`config.mk`:
```
export PLATFORM = sky130hd
export DESIGN_NAME = mem_arbiter
export DESIGN_NICKNAME = d
export VERILOG_FILES = /design/src/rtl/mem_arbiter.sv
export SDC_FILE = /design/constraint.sdc
export NUM_CORES = 1
export LEC_CHECK = 0
export ABC_AREA = 1
export ABC_CLOCK_PERIOD_IN_PS = 2100
export BUFFER_PORTS_ARGS = -buffer_cell sky130_fd_sc_hd__clkbuf_2
export CORE_ASPECT_RATIO = 1.5
export CORE_UTILIZATION = 25
export CTS_CLUSTER_DIAMETER = 50
export DETAILED_ROUTE_END_ITERATION = 10
export SYNTH_ARGS = -nofsm -noshare
export SYNTH_HDL_FRONTEND = slang
export SYNTH_SLANG_ARGS = --single-unit
export TNS_END_PERCENT = 1
```
`constraint.sdc`:
```
create_clock -name clock -period 2.1 [get_ports clock]
set_input_delay 0.21 -clock clock [delete_from_list [all_inputs] [get_ports clock]]
set_output_delay 0.21 -clock clock [all_outputs]
set_load 0.05 [all_outputs]
```
`src/rtl/mem_arbiter.sv`:
```
// Round-robin arbiter that merges the instruction-fetch and data ports onto one
// memory request interface, with one pending slot per port and a response watchdog.
module mem_arbiter #(
   parameter int TIMEOUT = 1024
) (
   input  logic        clock,
   input  logic        reset,
   input  logic        imemory_valid,
   input  logic [31:0] imemory_addr,
   output logic [31:0] imemory_rdata,
   output logic        imemory_error,
   output logic        imemory_ready,
   input  logic        dmemory_valid,
   input  logic [31:0] dmemory_addr,
   input  logic [31:0] dmemory_wdata,
   input  logic [3:0]  dmemory_wstrb,
   output logic [31:0] dmemory_rdata,
   output logic        dmemory_error,
   output logic        dmemory_ready,
   output logic        memory_valid,
   output logic        memory_instr,
   output logic [31:0] memory_addr,
   output logic [31:0] memory_wdata,
   output logic [3:0]  memory_wstrb,
   input  logic [31:0] memory_rdata,
   input  logic        memory_error,
   input  logic        memory_ready
);

   localparam int CW = (TIMEOUT > 1) ? $clog2(TIMEOUT) : 1;
   localparam logic [CW-1:0] TO_LAST = CW'((TIMEOUT > 0) ? TIMEOUT - 1 : 0);
   localparam logic GRANT_I = 1'b1;
   localparam logic GRANT_D = 1'b0;

   typedef enum logic [0:0] {ST_IDLE = 1'b0, ST_BUSY = 1'b1} state_t;

   state_t          state_r;
   logic            owner_i_r;
   logic            last_grant_r;
   logic [CW-1:0]   cnt_r;
   logic            ipend_r;
   logic [31:0]     iaddr_r;
   logic            dpend_r;
   logic [31:0]     daddr_r;
   logic [31:0]     dwdata_r;
   logic [3:0]      dwstrb_r;

   logic            timeout_s;
   logic            done_s;
   logic            i_take_s;
   logic            d_take_s;
   logic            grant_i_s;
   logic            grant_d_s;

   // Transaction completion, request acceptance and round-robin grant decision
   always_comb begin
      logic i_cand_v;
      logic d_cand_v;
      logic can_grant_v;
      timeout_s = 1'b0;
      done_s    = 1'b0;
      i_take_s  = 1'b0;
      d_take_s  = 1'b0;
      grant_i_s = 1'b0;
      grant_d_s = 1'b0;
      if (TIMEOUT > 0) begin
         timeout_s = (cnt_r == TO_LAST);
      end else begin
         timeout_s = 1'b0;
      end
      done_s = (state_r == ST_BUSY) && (memory_ready || timeout_s);
      // A port's slot frees up in the very cycle its response is delivered
      i_take_s = imemory_valid && !ipend_r &&
                 !((state_r == ST_BUSY) && owner_i_r && !done_s);
      d_take_s = dmemory_valid && !dpend_r &&
                 !((state_r == ST_BUSY) && !owner_i_r && !done_s);
      i_cand_v    = ipend_r || i_take_s;
      d_cand_v    = dpend_r || d_take_s;
      can_grant_v = (state_r == ST_IDLE) || done_s;
      if (can_grant_v && i_cand_v && d_cand_v) begin
         if (last_grant_r == GRANT_I) begin
            grant_d_s = 1'b1;
         end else begin
            grant_i_s = 1'b1;
         end
      end else if (can_grant_v && i_cand_v) begin
         grant_i_s = 1'b1;
      end else if (can_grant_v && d_cand_v) begin
         grant_d_s = 1'b1;
      end else begin
         grant_i_s = 1'b0;
         grant_d_s = 1'b0;
      end
   end

   // Arbiter state, ownership, round-robin pointer and watchdog counter
   always_ff @(posedge clock or negedge reset) begin
      if (!reset) begin
         state_r      <= ST_IDLE;
         owner_i_r    <= 1'b0;
         last_grant_r <= GRANT_I;
         cnt_r        <= '0;
      end else if (grant_i_s || grant_d_s) begin
         state_r      <= ST_BUSY;
         owner_i_r    <= grant_i_s;
         last_grant_r <= grant_i_s ? GRANT_I : GRANT_D;
         cnt_r        <= '0;
      end else if (done_s) begin
         state_r <= ST_IDLE;
      end else if (state_r == ST_BUSY) begin
         cnt_r <= cnt_r + CW'(1);
      end
   end

   // Instruction pending slot
   always_ff @(posedge clock or negedge reset) begin
      if (!reset) begin
         ipend_r <= 1'b0;
         iaddr_r <= 32'h0000_0000;
      end else if (grant_i_s) begin
         ipend_r <= 1'b0;
      end else if (i_take_s) begin
         ipend_r <= 1'b1;
         iaddr_r <= imemory_addr;
      end
   end

   // Data pending slot
   always_ff @(posedge clock or negedge reset) begin
      if (!reset) begin
         dpend_r  <= 1'b0;
         daddr_r  <= 32'h0000_0000;
         dwdata_r <= 32'h0000_0000;
         dwstrb_r <= 4'h0;
      end else if (grant_d_s) begin
         dpend_r <= 1'b0;
      end else if (d_take_s) begin
         dpend_r  <= 1'b1;
         daddr_r  <= dmemory_addr;
         dwdata_r <= dmemory_wdata;
         dwstrb_r <= dmemory_wstrb;
      end
   end

   // Downstream request registers; a request captured this cycle bypasses its slot
   always_ff @(posedge clock or negedge reset) begin
      if (!reset) begin
         memory_valid <= 1'b0;
         memory_instr <= 1'b0;
         memory_addr  <= 32'h0000_0000;
         memory_wdata <= 32'h0000_0000;
         memory_wstrb <= 4'h0;
      end else if (grant_i_s) begin
         memory_valid <= 1'b1;
         memory_instr <= 1'b1;
         memory_addr  <= ipend_r ? iaddr_r : imemory_addr;
         memory_wdata <= 32'h0000_0000;
         memory_wstrb <= 4'h0;
      end else if (grant_d_s) begin
         memory_valid <= 1'b1;
         memory_instr <= 1'b0;
         memory_addr  <= dpend_r ? daddr_r : dmemory_addr;
         memory_wdata <= dpend_r ? dwdata_r : dmemory_wdata;
         memory_wstrb <= dpend_r ? dwstrb_r : dmemory_wstrb;
      end else begin
         memory_valid <= 1'b0;
      end
   end

   // Response routing to the owning port; a watchdog expiry reports error with zero data
   always_comb begin
      logic [31:0] rdata_v;
      logic        error_v;
      imemory_ready = 1'b0;
      imemory_rdata = 32'h0000_0000;
      imemory_error = 1'b0;
      dmemory_ready = 1'b0;
      dmemory_rdata = 32'h0000_0000;
      dmemory_error = 1'b0;
      if (memory_ready) begin
         rdata_v = memory_rdata;
         error_v = memory_error;
      end else begin
         rdata_v = 32'h0000_0000;
         error_v = 1'b1;
      end
      if (done_s && owner_i_r) begin
         imemory_ready = 1'b1;
         imemory_rdata = rdata_v;
         imemory_error = error_v;
      end else if (done_s) begin
         dmemory_ready = 1'b1;
         dmemory_rdata = rdata_v;
         dmemory_error = error_v;
      end else begin
         imemory_ready = 1'b0;
         dmemory_ready = 1'b0;
      end
   end

endmodule

```
== After elaboration in Yosys (flattened, before gate mapping) ==
Index checks and enable logic that the tools add are counted.
Word-level totals
  bits in registers: 185
  word-level logic and storage cells: 95
  output and inout port bits: 138
Cells by class
  reduce and logical (&&, ||, !) cells: 32
  add/sub/neg operators: 1
  eq/ne operators: 2
  mux-type cells: 42
  bitwise operators: 3
Operators with widths (count)
  32-bit two-way mux: 11
  10-bit two-way mux: 3
  1-bit two-way mux: 25
  1-bit logical AND: 13
  4-bit two-way mux: 3
  10-bit by 1-bit adder with 10-bit output (second input constant): 1
  10-bit equality test (second input constant): 1
  2-bit nonzero test: 5
  1-bit logical NOT: 6
  2-bit AND reduction: 3
  1-bit logical OR: 5
  1-bit NOT: 3
  2-bit by 1-bit inequality test with 1-bit output (second input constant): 1

== Longest topological paths before layout ==
  word-level depth: 15
  depth in mapped cells: 14

== Least setup slack after synthesis ==
No wires, ideal clock.
  kind: register -> output
  from: reg cnt_r[0]
  to: out dmemory_rdata[22]
  setup slack: -0.129 ns
  arrival: 2.019 ns
  cell stages (with the launch flop): 11
  cell sequence: dfrtp_1 > ha_1 > inv_1 > nor2_2 > nand3_2 > a21oi_1 > inv_1 > nor2_1 > buf_2 > nand3_1 > inv_1
Between the ends
  longest elaborated chain between the ends: 5
Ends and longest elaborated chain
  start, declared: RTL line 40  | logic [CW-1:0] cnt_r;
  start signal, assigned: RTL line 111  | cnt_r <= cnt_r + CW'(1);
  10-bit equality test *: RTL line 67  | timeout_s = (cnt_r == TO_LAST);
  1-bit logical OR *: RTL line 71  | done_s = (state_r == ST_BUSY) && (memory_ready || timeout_s);
  1-bit logical AND *: RTL line 71
  32-bit two-way mux / 1-bit logical AND (equally long branches): RTL line 191, 187
  32-bit two-way mux *: RTL line 187  | if (done_s && owner_i_r) begin
  end, declared: RTL line 17  | output logic [31:0] dmemory_rdata,
Every way passes the cells marked *; elsewhere a longest branch is shown, timed or not.

== Worst setup path after layout ==
  from: reg cnt_r[0]
  to: out dmemory_rdata[27]
Same word-level chain as after synthesis.

==> flow_summary.ini <==
[status]
status = finished with violations
violations = negative setup slack

[timing]
final_max_slew_viol_count = 0
fin_ws_ps = -368
tightest_slew_ps = 768
fin_crit_sh_pct = 118
max_freq_mhz = 405
rsz0062_at_grt = true
skew_ps = 16.8
hold_ws_ps = 25.0
setup_viol = 137
min_period_ps = 2470
relSlewSlack_pct = 48.8
finalHoldViolCount = 0

[yosys]
synth_edf_count = 0
synth-main-ff-cell = dfrtp_1
syn_area_sq_mm = 0.00939
yosysSeqAreaShare_pct = 49.1
synth_area_leaders = dfrtp_1, nand2_1, nand3_1
synth.top_cell.area_share_pct = 48.8
yosys_warnings = 0
syn_inst = 1260
synth-seq-cells = 184
yosysMostFrequentCell = nand2_1
syn_area_per_cell_sq_um = 7.45
ys_types = 33
yosys.area.top_type = dfrtp_1
synth_nets = 1399
async_flop_share_pct = 100
yosys-top-cells-count = nand2_1, dfrtp_1, inv_1, nand3_1, o21ai_0

[power_and_ir_drop]
ir_drop_mv = 0.732
leakagePower_uw = 0.00744
total_power_uw = 20100
powerDensity_mw_per_mm2 = 1450

[hold_path]
hp-class = primary input to flip-flop

[grt]
grt_pass1_vias = 9111
grt_max_degree = 74
grt-ovfl-total = 0
track_usage_pct = 15.8
antenna_found_initial = 0
grt_pass1_wl_um = 47500

[run]
maxCapViolations = 0

[detailed_routing]
drtPass1Iterations = 6
drtIter0Drc = 678
drt-vias-per-instance = 4.50
drc = 0
wl_per_cell_um = 14.4
ant_nets = 0
routed_wl_um = 30000
dr_total_vias = 9386

[clock_tree]
cts-root-buf = clkbuf_16
clock_path_buffers = 2
clkSinkCount = 184
clkTransAtPathRegs_ps = 70
htree_levels = 4
cts_tree = yes
clk_latency_ps = 460
cts_buffers = 17

[die]
pin_count = 276
fp.coreArea_sq_mm = 0.0369
fp-row-count = 86
die_y_um = 239
die_area_sq_mm = 0.0383
die_w_um = 160
start_util_pct = 25.4

[placed_design]
place_congestion = 0.786
port-buffer-count = 275
hpwl_um = 19500
dp_worst_setup_slack_ps = 32.0

[cells_and_area]
nets = 1727
n_antenna_cell = 0
drive_above_1_share_pct = 27.4
fillers = 3709
syn2layout_area_growth_pct = 47.6

[setup_path]
critPathLaunchType = flip-flop
timing_worst_setup_path_type = flip-flop to output port
worstPathMaxFanout = 8
crit_path_end_kind = output port
worstPathRequired_ps = 1890
cp.arrival_ps = 2260
placed cells by master, fill, tap and decap left out, drive strengths merged:
cell type / n
ha: 1
nand3: 174
xor2: 1
nand2: 402
clkinvlp: 3
a21oi: 6
nor2: 19
nand4: 4
o21a: 2
nand3b: 1
buf: 79
o21ai: 191
mux2i: 6
bufinv: 2
clkbuf: 261
clkinv: 1
xnor2: 1
dlygate4sd3: 69
o21bai: 1
or2: 1
dfstp: 1
inv: 189
nor4: 1
nor3: 1
dfrtp: 183
layer usage:
layer	wire length [um]	global-route usage [%]
met5	0	0
met2	15500	28.2
met1	12400	18.3
met4	983	7.07
met3	1140	2.94
per-stage QoR:
stage          cell area (sq um)  cells  util [%]  TNS, ps
5_1_grt                    13900   2084      37.5   -52330
6_report                   13900   2084      37.5   -22130
3_3_place_gp               11600   1972      31.5        0
4_1_cts                    13800   2081      37.3   -20610
3_5_place_dp               11600   1972      31.5        0
2_1_floorplan               9400   1260         -     -352
registers in the layout, indices dropped and copies added (netlist names):
name          count
ipend_r           1
memory_addr      32
dwstrb_r          4
memory_wstrb      4
daddr_r          32
dwdata_r         32
dpend_r           1
state_r           1
owner_i_r         1
memory_valid      1
last_grant_r      1
cnt_r            10
memory_wdata     32
iaddr_r          32
power breakdown:
group          internal (uW)  total, uW  switching (uW)  leakage (uW)
Combinational           3410      10600            7230       0.00486
Sequential              5200       6130             931       0.00229
Clock                   1820       3380            1560      0.000290
Total                  10400      20100            9720       0.00744
final timing paths:
path	startpoint	end	slack [ps]	depth (start not counted)
min in group asynchronous	reset	memory_wdata[17]	240	2
setup / recovery	cnt_r[0]	dmemory_rdata[27]	-370	13
hold reg to reg	daddr_r[31]	daddr_r[31]	480	2
setup reg to reg	cnt_r[0]	iaddr_r[10]	-50	14
max in group asynchronous	reset	dwstrb_r[2]	1040	3
hold / removal	dmemory_wdata[27]	dwdata_r[27]	20	3
cell type report:
class,count,area [sq um],share of cell area (%)
multi-input cells,812,3810,27.5
repair buffers,391,3550,25.6
flip-flops and latches,184,4610,33.2
clock inverters,13,158,1.14
clock buffers,18,439,3.17
inverters,182,687,4.96
well taps,484,606,4.37
critical path: stages (launching register included):
cell and delay (ps):
dfrtp_1 370, ha_2 180, inv_2 50, nor2_4 90, nand3_2 100, a21oi_2 160
inv_2 70, nor2_4 110, buf_12 120, buf_6 100, buf_16 130, nand3_2 70
inv_2 100, clkbuf_16 160
timing repair:
item                                    in CTS  in global routing
hold buffers                                69                  0
cloned                                       3                  0
resized for setup                          165                 53
endpoints found under the setup margin      68                243
endpoints found under the hold margin      106                  0
buffers inserted                             6                  3
pin swaps                                    5                  4
logic make-up after synthesis:
kind of cell	Yosys count	synth area share, %
simple gates	603	27.3
compound gates	200	10.9
mux	6	0.640
fa+ha+maj	1	0.133
xor+xnor	2	0.187
flops	184	49.1
buf+inv	264	11.8
No activity file was read; power rests on OpenSTA's default activity.
